===== src/rtl/carmode_pkg.sv =====
// Mode codes and route-plan encodings shared by mode_ctrl and the motor driver.
package carmode_pkg;

  localparam logic [4:0] MODE_IDLE         = 5'd0;
  localparam logic [4:0] MODE_START        = 5'd1;
  localparam logic [4:0] MODE_COUNT        = 5'd2;
  localparam logic [4:0] MODE_STRAIGHT     = 5'd3;
  localparam logic [4:0] MODE_CHOOSE       = 5'd4;
  localparam logic [4:0] MODE_LEFT         = 5'd5;
  localparam logic [4:0] MODE_RIGHT        = 5'd6;
  localparam logic [4:0] MODE_BACK         = 5'd7;
  localparam logic [4:0] MODE_LITTLE_LEFT  = 5'd8;
  localparam logic [4:0] MODE_LITTLE_RIGHT = 5'd9;
  localparam logic [4:0] MODE_STEP1        = 5'd10;
  localparam logic [4:0] MODE_STEP2        = 5'd11;
  localparam logic [4:0] MODE_STEP3        = 5'd12;
  localparam logic [4:0] MODE_FINISH       = 5'd29;
  localparam logic [4:0] MODE_STOP         = 5'd30;
  localparam logic [4:0] MODE_ERROR        = 5'd31;

  localparam logic [1:0] TURN_STRAIGHT = 2'b00;
  localparam logic [1:0] TURN_LEFT     = 2'b01;
  localparam logic [1:0] TURN_RIGHT    = 2'b10;
  localparam logic [1:0] TURN_FINISH   = 2'b11;

  typedef enum logic [4:0] {
    M_IDLE         = MODE_IDLE,
    M_START        = MODE_START,
    M_COUNT        = MODE_COUNT,
    M_STRAIGHT     = MODE_STRAIGHT,
    M_CHOOSE       = MODE_CHOOSE,
    M_LEFT         = MODE_LEFT,
    M_RIGHT        = MODE_RIGHT,
    M_BACK         = MODE_BACK,
    M_LITTLE_LEFT  = MODE_LITTLE_LEFT,
    M_LITTLE_RIGHT = MODE_LITTLE_RIGHT,
    M_STEP1        = MODE_STEP1,
    M_STEP2        = MODE_STEP2,
    M_STEP3        = MODE_STEP3,
    M_FINISH       = MODE_FINISH,
    M_STOP         = MODE_STOP,
    M_ERROR        = MODE_ERROR
  } mode_e;

  function automatic logic is_follow(mode_e m);
    return (m == M_STRAIGHT) || (m == M_LITTLE_LEFT) || (m == M_LITTLE_RIGHT);
  endfunction

  // Modes in which the car is moving and an obstacle may interrupt it.
  function automatic logic is_motion(mode_e m);
    return (m >= M_STRAIGHT) && (m <= M_STEP3);
  endfunction

endpackage


===== src/rtl/sensor_debounce.sv =====
// Line-sensor debouncer: a pattern is passed on once it has been sampled
// unchanged DEB_CYC+1 times in a row.
module sensor_debounce #(
  parameter int unsigned DEB_CYC = 100_000
) (
  input  logic       clk,
  input  logic       rst,
  input  logic [2:0] raw_i,
  output logic [2:0] deb_o
);

  localparam int unsigned CW = (DEB_CYC > 1) ? $clog2(DEB_CYC) : 1;
  localparam logic [CW-1:0] CNT_LAST = CW'(DEB_CYC - 1);

  logic [2:0]    cand_q;
  logic [CW-1:0] cnt_q;
  logic [2:0]    deb_q;

  // cnt_q saturates at CNT_LAST; while it sits there the candidate is live.
  always_ff @(posedge clk or posedge rst) begin
    if (rst) begin
      cand_q <= 3'b000;
      cnt_q  <= '0;
      deb_q  <= 3'b000;
    end else if (raw_i != cand_q) begin
      cand_q <= raw_i;
      cnt_q  <= '0;
    end else if (cnt_q == CNT_LAST) begin
      deb_q  <= cand_q;
    end else begin
      cnt_q  <= cnt_q + 1'b1;
    end
  end

  assign deb_o = deb_q;

endmodule


===== src/rtl/mode_ctrl.sv =====
// Navigation FSM producing the motor-driver mode code from debounced line
// sensors and the route plan. Define MODE_CTRL_SONIC_STOP_EN for obstacle pause.
module mode_ctrl
  import carmode_pkg::*;
#(
  parameter int unsigned DEB_CYC      = 100_000,
  parameter int unsigned START_CYC    = 300_000_000,
  parameter int unsigned CHOOSE_CYC   = 20_000_000,
  parameter int unsigned STEP_CYC     = 30_000_000,
  parameter int unsigned MIN_TURN_CYC = 30_000_000,
  parameter int unsigned TURN_TO_CYC  = 200_000_000,
  parameter int unsigned LOST_CYC     = 50_000_000
) (
  input  logic       clk,
  input  logic       rst,
  input  logic       start,
  input  logic [2:0] sensor,
  input  logic [1:0] turn_dir,
  input  logic       sonic_stop,
  output logic [4:0] mode,
  output logic [4:0] lastMode,
  output logic       route_adv
);

  localparam logic [31:0] START_LAST  = 32'(START_CYC - 1);
  localparam logic [31:0] CHOOSE_LAST = 32'(CHOOSE_CYC - 1);
  localparam logic [31:0] STEP_LAST   = 32'(STEP_CYC - 1);
  localparam logic [31:0] TURN_MIN    = 32'(MIN_TURN_CYC);
  localparam logic [31:0] TURN_LAST   = 32'(TURN_TO_CYC - 1);
  localparam logic [31:0] LOST_LAST   = 32'(LOST_CYC - 1);

  mode_e       mode_q, mode_d, last_q;
  logic [31:0] timer_q, lost_q, lost_d;
  logic        adv_q, adv_d;
  logic [2:0]  s;

  sensor_debounce #(.DEB_CYC(DEB_CYC)) u_deb (
    .clk   (clk),
    .rst   (rst),
    .raw_i (sensor),
    .deb_o (s)
  );

`ifndef MODE_CTRL_SONIC_STOP_EN
  logic unused_sonic;
  assign unused_sonic = sonic_stop;
`endif

  always_comb begin
    mode_d = mode_q;
    adv_d  = 1'b0;
    case (mode_q)
      M_IDLE:  if (start) mode_d = M_START;
      M_START: mode_d = M_COUNT;
      M_COUNT: if (timer_q == START_LAST) mode_d = M_STRAIGHT;
      M_STRAIGHT, M_LITTLE_LEFT, M_LITTLE_RIGHT: begin
        case (s)
          3'b010:         mode_d = M_STRAIGHT;
          3'b100, 3'b110: mode_d = M_LITTLE_LEFT;
          3'b001, 3'b011: mode_d = M_LITTLE_RIGHT;
          3'b111:         mode_d = M_CHOOSE;
          3'b101:         mode_d = M_ERROR;
          default:        if (lost_q == LOST_LAST) mode_d = M_STEP1;
        endcase
      end
      M_CHOOSE: begin
        if (timer_q == CHOOSE_LAST) begin
          adv_d = 1'b1;
          case (turn_dir)
            TURN_STRAIGHT: mode_d = M_STRAIGHT;
            TURN_LEFT:     mode_d = M_LEFT;
            TURN_RIGHT:    mode_d = M_RIGHT;
            default:       mode_d = M_FINISH;
          endcase
        end
      end
      M_LEFT, M_RIGHT, M_BACK: begin
        // A valid exit wins over a timeout landing on the same cycle.
        if (timer_q >= TURN_MIN && s == 3'b010) mode_d = M_STRAIGHT;
        else if (timer_q == TURN_LAST)          mode_d = M_ERROR;
      end
      M_STEP1: if (timer_q == STEP_LAST) mode_d = M_STEP2;
      M_STEP2: if (timer_q == STEP_LAST) mode_d = M_STEP3;
      M_STEP3: if (timer_q == STEP_LAST) mode_d = M_BACK;
`ifdef MODE_CTRL_SONIC_STOP_EN
      M_STOP:  if (!sonic_stop) mode_d = last_q;
`endif
      default: ;
    endcase
`ifdef MODE_CTRL_SONIC_STOP_EN
    // Obstacle overrides everything, including consuming the route entry.
    if (sonic_stop && is_motion(mode_q)) begin
      mode_d = M_STOP;
      adv_d  = 1'b0;
    end
`endif
  end

  // Length of the current all-white run while line following.
  assign lost_d = (is_follow(mode_q) && s == 3'b000 && mode_d == mode_q)
                  ? lost_q + 32'd1 : 32'd0;

  always_ff @(posedge clk or posedge rst) begin
    if (rst) begin
      mode_q  <= M_IDLE;
      last_q  <= M_IDLE;
      timer_q <= '0;
      lost_q  <= '0;
      adv_q   <= 1'b0;
    end else begin
      mode_q <= mode_d;
      adv_q  <= adv_d;
      lost_q <= lost_d;
      if (mode_d != mode_q) begin
        last_q  <= mode_q;
        timer_q <= '0;
      end else begin
        timer_q <= timer_q + 32'd1;
      end
    end
  end

  assign mode      = mode_q;
  assign lastMode  = last_q;
  assign route_adv = adv_q;

endmodule


===== config.mk =====
export PLATFORM = sky130hd
export DESIGN_NAME = mode_ctrl
export DESIGN_NICKNAME = d
export VERILOG_FILES = /design/src/rtl/carmode_pkg.sv /design/src/rtl/sensor_debounce.sv /design/src/rtl/mode_ctrl.sv
export SDC_FILE = /design/constraint.sdc
export NUM_CORES = 1
export LEC_CHECK = 0
export BUFFER_PORTS_ARGS = -buffer_cell sky130_fd_sc_hd__buf_2
export CORE_MARGIN = 4
export CORE_UTILIZATION = 60
export CTS_CLUSTER_SIZE = 28
export DETAILED_ROUTE_END_ITERATION = 7
export PLACE_DENSITY_LB_ADDON = 0.12
export SYNTH_ARGS = -nofsm -noshare
export SYNTH_HDL_FRONTEND = slang
export SYNTH_SLANG_ARGS = --single-unit

===== constraint.sdc =====
create_clock -name clk -period 9.2 [get_ports clk]
set_clock_uncertainty 0.15 [all_clocks]
set_input_delay 0.92 -clock clk [delete_from_list [all_inputs] [get_ports clk]]
set_output_delay 0.92 -clock clk [all_outputs]
set_load 0.02 [all_outputs]

==> out/metrics.yaml <==
status:
  status: "finished, final reports clean"
yosys:
  yosys_register_bits: 98
  post_synth_inst_count: 584
  dominant_combinational_cell_family_by_area_after_synthesis: "simple AND/OR/NAND/NOR gates"
  mappedNetlistArea_mm2: 0.00538
  ys_types: 56
  synth_fa_ha_area_share_pct: 1.40
  synth_top_area_cell: "sky130_fd_sc_hd__dfrtp_1"
  area_share_of_the_largest_cell_type_after_synthesis_pct: 45.6
  yosys-mux-area-fraction_pct: 1.98
  synth_compound_gate_area_share_pct: 5.56
  yosysSeqAreaShare_pct: 45.6
  post_synth_and_or_nand_nor_area_fraction_pct: 29.1
  synthMostInstantiatedCell: "sky130_fd_sc_hd__dfrtp_1"
  synth_enable_flop_cells: 0
  dominantRegCellSynth: "sky130_fd_sc_hd__dfrtp_1"
  synthesis.area_per_instance_um2: 9.21
  synth_async_sr_flop_share_pct: 100
  synthTopCellsByCount: "98 x sky130_fd_sc_hd__dfrtp_1, 83 x sky130_fd_sc_hd__nor2_1, 47 x sky130_fd_sc_hd__xor2_1, 46 x sky130_fd_sc_hd__nor3_1, 41 x sky130_fd_sc_hd__nand3_1"
  synth_xor_xnor_area_share_pct: 12.9
  synth.area.top_cells: "sky130_fd_sc_hd__dfrtp_1 46%, sky130_fd_sc_hd__xor2_1 7.7%, sky130_fd_sc_hd__nor2_1 5.8%"
  ys_warn_count: 0
  syn_nets: 599
sta:
  hold_slack_ps: 301
  setup_violations: 0
  period_minus_slack_ps: 5090
  min_period_over_period_pct: 55.4
  fmax_mhz: 196
  grt_setup_unrepaired: "no"
  finalSetupTns_ps: 0
  tightest_slew_ps: 1050
  finalMaxSlewViolations: 0
  report.final.hold_viol_count: 0
  slew-limit-headroom_pct: 29.7
power:
  static_leakage_nw: 2.37
  irDropWorstVdd_uv: 90.8
  p_sw_mw: 0.167
  internal-power_mw: 0.599
  power.sequential.fraction_pct: 56.6
  power_frac_comb_pct: 2.2
  netSwitchingFraction_pct: 21.8
  power_density_mw_per_mm2: 134
  power.clock.fraction_pct: 41.2
setup_path:
  worst_ep_arrival_time_ps: 5190
  worst-setup-path-type: "register to register"
  startpoint_class_of_the_critical_path: "register"
  reg2regPathDepth: 10
  worst_path_cell_with_the_longest_stage_delay: "sky130_fd_sc_hd__or4_2"
  path_cells: "ha_1, nand4_1, nor4_1, nand3_1, a22o_1, nor4_1, mux2_1, or4_2, buf_4, mux2_4"
  crit_path_most_repeated_cell: "sky130_fd_sc_hd__nor4_1"
  critical_path_s_largest_stage_delay_ps: 980
  endpoint_kind: "register"
  rrSetupSlack_ps: 4110
  worst_r2r_endpoint: "lastMode[2]$_DFFE_PP0N_"
  cp_data_required_time_ps: 9300
  critical_path.reg2reg.startpoint: "timer_q[0]$_DFF_PP0_"
  worstPathMaxFanout: 36
  setup.worst_path.end: "lastMode[2]$_DFFE_PP0N_"
  crit_path_start: "timer_q[0]$_DFF_PP0_"
floorplan:
  die_x_extent_um: 103
  placeableCoreArea_mm2: 0.00872
  floorplan.die_area_mm2: 0.0105
  io_pins: 20
  fp.dieH_um: 103
  placement_rows: 34
  effective_utilization_at_floorplan_pct: 61.7
grt:
  grt_overflow_total: 0
  grt_usage_pct: 22.1
  grt_max_degree: 86
  antenna_violations_before_repair: 0
  via_count_of_the_first_global_routing_pass: 4060
  grt_first_pass_wirelength_mm: 18.8
clock_network:
  clock_path_buffers: 2
  cts.repair.resized: 0
  cts_setup_buffers: 0
  worst_setup_hold_path_clk_slew_ps: 100
  h-tree-depth: 3
  clock_tree.root_cell: "sky130_fd_sc_hd__clkbuf_8"
  clock-sinks: 98
  clk_latency_ps: 370
  tritoncts: "done"
  ctsHoldBuffers: 0
  cts_buffers: 9
detailed_routing:
  drt.antenna.violating_nets: 0
  detailedRoute.firstIterationViolations: 211
  detailroute.via_count: 4221
  drt_pass1_iterations: 5
  wire_per_inst_um: 15.5
  drt-vias-per-instance: 6.02
  remaining_drc_errors: 0
  finalWirelength_mm: 10.9
cells_and_area:
  final_layout_size_suffix_gt1_share_pct: 9.11
  n_antenna_cell: 0
  syn_to_final_growth_pct: 6.56
  fin_nets: 603
placed_design:
  post_detailed_placement_half_perimeter_wirelength_mm: 7.47
  gpl.final_weighted_congestion: 0.972
  io_buffer_count: 18
worst_hold_path:
  timing.hold.worst.class: "input port to async pin"
job:
  drv_cap: 0
## sequential cells by signal (all words and copies together), names as in the netlist
register / count
u_deb.cand_q: 3
lost_q: 32
timer_q: 32
u_deb.cnt_q: 17
mode: 5
u_deb.deb_o: 3
lastMode: 5
route_adv: 1
## cell usage in the layout (no fill, tap or decap), drive strengths merged, types with 5 or more instances in the layout
cell    Yosys  layout
or3         6       6
dfrtp      98      98
buf        10      20
nor4b       5       5
clkbuf     17      11
xor2       47      47
nand4      19      19
nor2       83      83
and4        5       5
mux2        7       7
nor3       46      46
o21ai      13      13
and3       12      12
or4         8       8
inv        19      20
xnor2      32      32
a21oi       6       6
ha          6       6
nand2      39      39
nor4       14      14
nand3      41      41
## cells by family (layout without fill, tap and decap cells)
group / count (synthesis) / count (layout)
and+or+nand+nor: 303 / 303
DFF: 98 / 98
muxes: 9 / 9
adders and majority gates: 6 / 6
xor gates and xnor gates: 79 / 79
buffers and inverters: 46 / 55
AOI/OAI and AO/OA: 43 / 43
## per-layer routing
layer	GRT usage, %	up-vias	share of wire, %
met5	0	-	0
met4	6.76	0	1.3
met3	3.45	12	4.6
met2	34.1	95	46
met1	32.5	2068	48
li1	-	2046	-
## area by class of cell
cell class	count	area, µm²
inverter	19	73.8
fill	711	2990
clock inverter	5	86.3
clock buffer	11	141
multi-input combinational	440	2740
sequential	98	2450
tap	108	135
timing repair buffer	20	105
## how the worst min path moves through the flow
stage | end | startpoint
after global routing | u_deb.cnt_q[10]$_DFFE_PP0N_ | rst
after CTS | u_deb.cnt_q[10]$_DFFE_PP0N_ | rst
after global placement | lastMode[4]$_DFFE_PP0N_ | lastMode[4]$_DFFE_PP0N_
after detailed placement | lastMode[2]$_DFFE_PP0N_ | lastMode[2]$_DFFE_PP0N_
after floorplan | u_deb.deb_o[0]$_DFFE_PP0P_ | u_deb.cand_q[0]$_DFFE_PP0N_
final | u_deb.cnt_q[10]$_DFFE_PP0N_ | rst
## metrics by stage
| step | instance area [µm²] | setup slack, ps | power [mW] | instances | utilization (%) |
|---|---|---|---|---|---|
| 3_3_place_gp | 5500 | 4220 | 0.459 | 685 | 63.1 |
| 4_1_cts | 5730 | 4200 | 0.774 | 701 | 65.7 |
| 5_1_grt | 5730 | 3840 | 0.792 | 701 | 65.7 |
| 2_1_floorplan | 5380 | 5500 | 0.454 | 584 | - |
| 6_report | 5730 | 4110 | 0.766 | 701 | 65.7 |
| 3_5_place_dp | 5500 | 4230 | 0.460 | 685 | 63.1 |
## worst max-delay path, delay by kind of cell (launching register included)
| kind | cells | cell delay [ps] |
|---|---|---|
| simple gates | 5 | 2770 |
| mux | 2 | 700 |
| flops | 1 | 430 |
| buf+inv | 1 | 400 |
| compound gates | 1 | 290 |
| fa+ha+maj | 1 | 230 |
## power by group through the flow
stage / registers [mW] / logic (mW) / clock network (mW)
2_1_floorplan: 0.442 / 0.0123 / 0
3_3_place_gp: 0.442 / 0.0176 / 0
3_5_place_dp: 0.442 / 0.0177 / 0
4_1_cts: 0.433 / 0.0177 / 0.323
5_1_grt: 0.434 / 0.0201 / 0.338
6_report: 0.433 / 0.0170 / 0.316
Note: power is estimated with default switching activity, not from simulation.
